File: config.mk
export PLATFORM = sky130hd
export DESIGN_NAME = weight_load_responder
export DESIGN_NICKNAME = d
export VERILOG_FILES = /design/src/rtl/weight_load_responder.sv
export SDC_FILE = /design/constraint.sdc
export NUM_CORES = 1
export LEC_CHECK = 0
export CAP_MARGIN = 20
export CORE_MARGIN = 3
export CORE_UTILIZATION = 61
export DETAILED_ROUTE_END_ITERATION = 7
export MAX_ROUTING_LAYER = met4
export PLACE_DENSITY = 0.87
export SLEW_MARGIN = 10
export SYNTH_ARGS = -nofsm -noshare
export SYNTH_HDL_FRONTEND = slang
export SYNTH_SLANG_ARGS = --single-unit
File: constraint.sdc
create_clock -name clk -period 8.8 [get_ports clk]
set_clock_uncertainty 0.2 [all_clocks]
set_input_delay 2.2 -clock clk [delete_from_list [all_inputs] [get_ports clk]]
set_output_delay 2.2 -clock clk [all_outputs]
set_load 0.01 [all_outputs]
File: src/rtl/weight_load_responder.sv
// Weight-load responder: on weight_req, streams one filter group into the weight BRAM banks, then acks.
// Optional WEIGHT_PINGPONG_EN alternates the load base between bank halves and adds active_half.
module weight_load_responder #(
  parameter int unsigned DW             = 16,
  parameter int unsigned Dimension      = 16,
  parameter int unsigned ADDRESS_LENGTH = 10
) (
  input  logic                      clk,
  input  logic                      rst_n,
  input  logic                      weight_req,
  output logic                      weight_ack,
  input  logic [4:0]                kernel_size,
  input  logic [9:0]                input_channels,
  input  logic [DW-1:0]             s_data,
  input  logic                      s_valid,
  output logic                      s_ready,
  output logic [Dimension-1:0]      wea_weight,
  output logic [ADDRESS_LENGTH-1:0] addr_weight,
  output logic [DW-1:0]             din_weight,
  output logic                      busy,
  output logic                      err_len
`ifdef WEIGHT_PINGPONG_EN
  ,
  output logic                      active_half
`endif
);

  localparam int unsigned LEN_W  = 15;
  localparam int unsigned BANK_W = (Dimension > 1) ? $clog2(Dimension) : 1;
  localparam int unsigned BEAT_W = LEN_W + BANK_W;
`ifdef WEIGHT_PINGPONG_EN
  localparam int unsigned LEN_LIMIT = 1 << (ADDRESS_LENGTH - 1);
`else
  localparam int unsigned LEN_LIMIT = 1 << ADDRESS_LENGTH;
`endif

  typedef enum logic [2:0] {IDLE, LOAD, FLUSH, ACK, WAIT_LOW} state_t;

  state_t                    state, state_n;
  logic [LEN_W-1:0]          len_q, len_n;
  logic [BANK_W-1:0]         bank_cnt, bank_n;
  logic [ADDRESS_LENGTH-1:0] addr_cnt, addr_cnt_n;
  logic [BEAT_W-1:0]         beat_cnt, beat_n;
  logic                      ack_n, ready_n, busy_n, err_n;
  logic [Dimension-1:0]      wea_n;
  logic [ADDRESS_LENGTH-1:0] addr_n;
  logic [DW-1:0]             din_n;
  logic [ADDRESS_LENGTH-1:0] base_c;
  logic [LEN_W-1:0]          len_c;
  logic [BEAT_W-1:0]         last_beat_c;
  logic                      beat_c;

  assign len_c       = LEN_W'(kernel_size) * LEN_W'(input_channels);
  assign last_beat_c = BEAT_W'(len_q) * BEAT_W'(Dimension) - BEAT_W'(1);
  assign beat_c      = (state == LOAD) && s_valid && s_ready;

`ifdef WEIGHT_PINGPONG_EN
  logic half_q, half_n, active_n;
  assign base_c = ADDRESS_LENGTH'(half_q) << (ADDRESS_LENGTH - 1);
`else
  assign base_c = '0;
`endif

  // Next state, counters and next values of every registered output
  always_comb begin
    state_n    = state;
    len_n      = len_q;
    bank_n     = bank_cnt;
    addr_cnt_n = addr_cnt;
    beat_n     = beat_cnt;
    wea_n      = '0;
    addr_n     = addr_weight;
    din_n      = din_weight;
    err_n      = err_len;
`ifdef WEIGHT_PINGPONG_EN
    half_n     = half_q;
    active_n   = active_half;
`endif
    case (state)
      IDLE: begin
        if (weight_req) begin
          if (len_c == '0) begin
            state_n = ACK;
            err_n   = 1'b0;
          end else if (32'(len_c) > LEN_LIMIT) begin
            state_n = ACK;
            err_n   = 1'b1;
          end else begin
            state_n    = LOAD;
            err_n      = 1'b0;
            len_n      = len_c;
            bank_n     = '0;
            addr_cnt_n = '0;
            beat_n     = '0;
          end
        end
      end
      LOAD: begin
        if (beat_c) begin
          wea_n  = Dimension'(1) << bank_cnt;
          addr_n = base_c | addr_cnt;
          din_n  = s_data;
          beat_n = beat_cnt + BEAT_W'(1);
          if (bank_cnt == BANK_W'(Dimension - 1)) begin
            bank_n     = '0;
            addr_cnt_n = addr_cnt + ADDRESS_LENGTH'(1);
          end else begin
            bank_n = bank_cnt + BANK_W'(1);
          end
          if (beat_cnt == last_beat_c) state_n = FLUSH;
        end
      end
      FLUSH: begin
        state_n = ACK;
`ifdef WEIGHT_PINGPONG_EN
        active_n = half_q;
        half_n   = ~half_q;
`endif
      end
      ACK:      state_n = WAIT_LOW;
      WAIT_LOW: if (!weight_req) state_n = IDLE;
      default:  state_n = IDLE;
    endcase
    ack_n   = (state_n == ACK);
    ready_n = (state_n == LOAD);
    busy_n  = (state_n != IDLE);
  end

  always_ff @(posedge clk or negedge rst_n) begin
    if (!rst_n) begin
      state       <= IDLE;
      len_q       <= '0;
      bank_cnt    <= '0;
      addr_cnt    <= '0;
      beat_cnt    <= '0;
      weight_ack  <= 1'b0;
      s_ready     <= 1'b0;
      wea_weight  <= '0;
      addr_weight <= '0;
      din_weight  <= '0;
      busy        <= 1'b0;
      err_len     <= 1'b0;
`ifdef WEIGHT_PINGPONG_EN
      half_q      <= 1'b0;
      active_half <= 1'b0;
`endif
    end else begin
      state       <= state_n;
      len_q       <= len_n;
      bank_cnt    <= bank_n;
      addr_cnt    <= addr_cnt_n;
      beat_cnt    <= beat_n;
      weight_ack  <= ack_n;
      s_ready     <= ready_n;
      wea_weight  <= wea_n;
      addr_weight <= addr_n;
      din_weight  <= din_n;
      busy        <= busy_n;
      err_len     <= err_n;
`ifdef WEIGHT_PINGPONG_EN
      half_q      <= half_n;
      active_half <= active_n;
`endif
    end
  end

endmodule

==> reports/metrics.yaml <==
timing:
  relSlewSlack_pct: 36.28
  tightest_slew_ns: 0.9558
  maxSlewViolCount: 0
  timing.hold.ws_ns: 0.2844
  worst_slack_ns: 1.277
  fmax_ghz: 0.1329
  rsz0062_at_grt: "no"
  setup_violations: 0
  finalCritPeriodShare_pct: 85.49
  hold_viol_final: 0
  finalCriticalPeriod_ns: 7.523
  final.setup.tns_ns: 0
clock_tree:
  numCtsBuffers: 9
  cts_resized: 0
  clockBufferDepth: 2
  clock_latency_ns: 0.36
  cts.sinks: 97
  cts_tree: "done"
  h-tree-depth: 3
  hold_buffers: 0
  cts_setup_buffers: 0
  clk_pin_slew_worst_paths_ns: 0.09
  cts-root-buf: "clkbuf_8"
critical_path:
  setup.worst_path.end: "bank_cnt[2]"
  cpPeakStageDelay_ns: 0.65
  arrival_ns: 7.57
  r2r_cells: 7
  r2r-start: "state[2]"
  crit_start: "kernel_size[4]"
  crit_slowest_cell: "clkdlybuf4s50_1"
  start_kind: "input pin"
  regToRegSetupSlack_ns: 5.22
  r2r_end: "bank_cnt[2]"
  criticalPathCategory: "input pin to flip-flop"
  crit_path_frequent_cell: "fa_1"
  path_cells: "clkdlybuf4s50_1 -> nand2_1 -> fa_1 -> fa_1 -> fa_1 -> inv_1 -> ha_1 -> a21oi_1 -> o21bai_1 -> xor2_1 -> or3_1 -> o41a_1 -> nor3b_4 -> o41a_2 -> mux2_1"
  critical_path_peak_fanout: 32
  crit_path_end_kind: "flip-flop"
  cp.required_ns: 8.85
finish:
  drive_gt1_share_pct: 4.868
  layout_commonest_cell: "nand2_1"
  fin_util_pct: 74.19
  num_antenna_cells: 0
  synthToLayoutAreaGrowth_pct: 16.33
  multi_input_area_um2: 3587
  fillers: 699
  regArea_um2: 2427
  final_cell_mix: "nand2_1, dfrtp_1, clkdlybuf4s50_1, inv_1, and2_1"
  nets: 846
run:
  maxCapViolations: 0
drt:
  dr.first_iter.drc_count: 275
  vias: 5218
  drt-total-wl_um: 13460
  dr.pass1.iters: 5
  drc: 0
  ant_nets: 0
  routed_via_density: 5.843
  wire_per_inst_um: 15.07
pwr:
  p_total_uw: 1723
  irDropWorstVdd_uv: 106.7
  power.leakage_uw: 0.003517
  power_density_nw_per_um2: 234.4
synth:
  synth_nets: 782
  yosys.area.top_type_share_pct: 38.41
  synth_flop_cell: "dfrtp_1"
  synthDistinctLibCells: 70
  ys.warnings.count: 0
  syn_avg_cell_area_um2: 9.146
  synth_seq_cells: 97
  synth_cells: 691
  ys_seq_area_share_pct: 38.41
  async_flop_share_pct: 100.0
  synth_edf_count: 0
  yosysTopAreaCell: "dfrtp_1"
  synth_area_um2: 6320
  synthTopCellsByArea: "dfrtp_1, nand2_1, fa_1"
floorplanning:
  die_w_um: 107.8
  die_h_um: 107.8
  io_pins: 81
  coreArea_um2: 9910
  num_rows: 36
  start_util_pct: 63.78
  die_area_um2: 11620
place:
  port_buffers: 80
  detailed_place_hpwl_um: 10110
  place_ws_ns: 0.8909
  gp_congestion: 0.9159
global_routing:
  grt_max_degree: 61
  grt_overflow: 0
  antenna_found_initial: 0
  grt_usage_pct: 24.77
  grt_pass1_wl_um: 22680
  grt_pass1_vias: 5081
outcome:
  outcome: "finished, final reports clean"
worst_hold_path:
  worstHoldPathType: "flip-flop to flip-flop"
-- per-stage QoR --
| step | instance area (um^2) | instances |
|---|---|---|
| after global routing | 7352 | 893 |
| after global placement | 7182 | 877 |
| final | 7352 | 893 |
| after CTS | 7352 | 893 |
| after detailed placement | 7182 | 877 |
| after floorplan | 6320 | 691 |
-- cells by family after synthesis --
group | synth area share [%]
simple gates | 24.03
compound gates | 12.37
flops | 38.41
buf+inv | 4.831
fa+ha+maj | 13.94
xor+xnor | 3.742
mux | 2.673
-- where the power goes --
part	switching, uW	total [uW]	internal, uW	leakage [uW]
registers	110	656	546	0.00128
clock network	153	256	104	0.0000831
logic	452	811	360	0.00215
-- flip-flops by register name, summed over array words and instances, names as in the netlist --
name / cells
addr_weight: 10
beat_cnt: 19
bank_cnt: 4
busy: 1
s_ready: 1
din_weight: 16
wea_weight: 16
weight_ack: 1
len_q: 15
err_len: 1
addr_cnt: 10
state: 3
-- synth_stat cells, types with 10 or more instances --
master and number:
fa_1 24, nor2_1 25, a31oi_1 37, nand3_1 17
o21ai_0 13, ha_1 32, clkbuf_1 20, xor2_1 10
a21oi_1 25, nand2_1 139, and3_1 21, inv_1 48
nor3_1 12, xnor2_1 17, and2_1 44, dfrtp_1 97
-- layout make-up --
type / instances / share of cell area [%]
Multi-Input combinational cell: 516 / 48.79
Sequential cell: 97 / 33.02
Timing Repair Buffer: 83 / 11.16
Inverter: 48 / 2.451
Tap cell: 133 / 2.263
Clock buffer: 10 / 1.736
Clock inverter: 6 / 0.5786
-- worst min-delay path by stage --
| stage | start | endpoint | slack, ns | depth (start not counted) |
|---|---|---|---|---|
| CTS | addr_weight[6] | addr_weight[6] | 0.29 | 2 |
| global placement | din_weight[4] | din_weight[4] | 0.26 | 2 |
| floorplan | addr_cnt[9] | addr_cnt[9] | 0.25 | 1 |
| finish | addr_weight[6] | addr_weight[6] | 0.28 | 2 |
| detailed placement | addr_weight[6] | addr_weight[6] | 0.26 | 2 |
| global route | din_weight[11] | din_weight[11] | 0.31 | 2 |
-- worst max-delay path: cells and delay by family --
family                     cells  cell delay, ns
muxes                          1            0.38
xor gates and xnor gates       1            0.15
and+or+nand+nor                3            0.83
AOI/OAI and AO/OA              4            1.37
adders and majority gates      4            1.94
buffers and inverters          2            0.69
-- per-layer routing --
metal  share of wire (%)  global-route usage (%)
met1                  41                   28.34
met2                  51                   43.92
met3                 4.6                   2.939
met4                 3.1                   10.64
met5                   0                       -
No activity file was read; power rests on OpenSTA's default activity.
==> patch: new RTL, same settings <==
The parameter `DW` goes from 16 to 32.
--- a/src/rtl/weight_load_responder.sv
+++ b/src/rtl/weight_load_responder.sv
@@ -2,5 +2,5 @@
 // Optional WEIGHT_PINGPONG_EN alternates the load base between bank halves and adds active_half.
 module weight_load_responder #(
-  parameter int unsigned DW             = 16,
+  parameter int unsigned DW             = 32,
   parameter int unsigned Dimension      = 16,
   parameter int unsigned ADDRESS_LENGTH = 10
Interface: changed (resized din_weight and s_data); port bits go from 81 to 113. No check against the original RTL was run, so the function may have changed too.
==> patch against the unedited design <==
  * Sequential power up 27%
  * Final area grew 22%
  * Setup slack improved by 230 ps
  * Synthesized area rose by 14%
  * Wire length grew 34%
  * Maximum frequency is 3.2% higher
  * Power is 54% higher
  * Sequential cell count grew 16
  * Critical path depth up 1
  * Core utilization rose by 4.2 points
  * Die area increased by 13%
  * Critical path type unchanged
  * Critical endpoint is now bank_cnt[1]
  * Largest power group unchanged
==> patch: results (changes against the unedited design) <==
Worst setup path
  • Worst Path Arrival: 7390 ps (was 7570 ps)
  • Reg2reg end: state[0] (was bank_cnt[2])
  • Critical Path Sink: bank_cnt[1] (was bank_cnt[2])
  • Reg2reg path depth: 9 (was 7)
  • Critical Path Source: kernel_size[3] (was kernel_size[4])
  • Crit Reg-Reg Startpoint: len_q[0] (was state[2])
  • Worst reg2reg setup slack: 5840 ps (was 5220 ps)
  • Critical path's largest stage delay: 620 ps (was 650 ps)

Route
  • Total number of vias: 6,370 (was 5,218)
  • Final wirelength: 18,060 um (was 13,460 um)
  • 1st-iter DRT viols: 718 (was 275)

Cells and area
  • Fillers: 681 (was 699)
  • End-of-flow core utilization: 0.7839 (was 0.7419)
  • Final cell count without fillers: 1,066 (was 893)
  • #MultiIn Comb: 616 (was 516)
  • Inverters: 45 (was 48)
  • Clock network area share: 0.06612 (was 0.02314)
  • Fin nets: 1,018 (was 846)

Global routing
  • Total GRT Usage: 0.2876 (was 0.2477)
  • Vias in the first global route: 6,293 (was 5,081)
  • First-pass GRT wire length: 29,790 um (was 22,680 um)

Yosys
  • Top cells by count, synth: nand2_1, dfrtp_1, inv_1 (unchanged)
  • Yosys reg bits: 113 (was 97)
  • Net Count, Synth: 922 (was 782)
  • Largest cells by area after synthesis: dfrtp_1, nand2_1, fa_1, ha_1, and2_1 (unchanged)
  • Cells after Synth: 815 (was 691)
  • Post-synth cell types: 67 (was 70)
  • Sequential cell area fraction in the yosys report: 0.3920 (was 0.3841)

Placed design
  • Placed cell area: 8394 um2 (was 7182 um2)
  • DP HPWL: 12,140 um (was 10,110 um)
  • Routability congestion estimate: 0.8821 (was 0.9159)
  • Setup WS pre-CTS: 1170 ps (was 890.9 ps)

Clocking
  • Root Driver: clkbuf_16 (was clkbuf_8)
  • Worst-path clk slew: 50 ps (was 90 ps)
  • CTS Buf Count: 17 (was 9)
  • Clk_lat worst skew: 410 ps (was 360 ps)

Floorplan
  • Tap Count: 143 (was 133)

Timing
  • Rel. slew slack: 0.2978 (was 0.3628)

Status
  • Status: completed (unchanged)
[patch: kinds of logic after synthesis]
group	share of synthesized area
flops	0.3920
xor+xnor	0.02671
buf+inv	0.04787
compound gates	0.1198
mux	0.02463
simple gates	0.2669
fa+ha+maj	0.1221
[patch: how the worst min path moves through the flow]
stage                    from              to  slack, ps  depth (start not counted)
2_1_floorplan     addr_cnt[9]  addr_weight[9]        280                          2
3_3_place_gp    din_weight[1]   din_weight[1]        260                          2
3_5_place_dp    din_weight[7]   din_weight[7]        260                          2
4_1_cts         din_weight[7]   din_weight[7]        270                          2
5_1_grt        din_weight[26]  din_weight[26]        290                          2
6_report        din_weight[7]   din_weight[7]        270                          2
[patch: through the flow]
step / hold slack (ps) / total power [mW]
final: 268.7 / 2.649
after global routing: 287.3 / 2.806
after CTS: 274.0 / 2.641
after detailed placement: 260.9 / 1.923
after global placement: 256.5 / 1.853
after floorplan: 284.3 / 1.503
[patch: per-layer routing]
layer / GRT usage / wire, um / up-vias
met5: - / 0 / -
met3: 0.05316 / 1221 / 48
li1: - / - / 2985
met4: 0.1142 / 482 / 0
met2: 0.4878 / 9172 / 290
met1: 0.3406 / 7179 / 3047
[patch: worst max-delay path, delay by kind of cell]
kind | cells | cell delay [ps]
AOI/OAI and AO/OA | 6 | 1490
adders and majority gates | 4 | 1900
buffers and inverters | 4 | 980
and+or+nand+nor | 2 | 800
[patch: power breakdown]
part           total [mW]  leakage [nW]  internal, mW  switching [mW]
sequential          0.835          1.44         0.677           0.158
clock               0.691         0.287         0.455           0.236
combinational        1.12          2.40         0.514           0.610
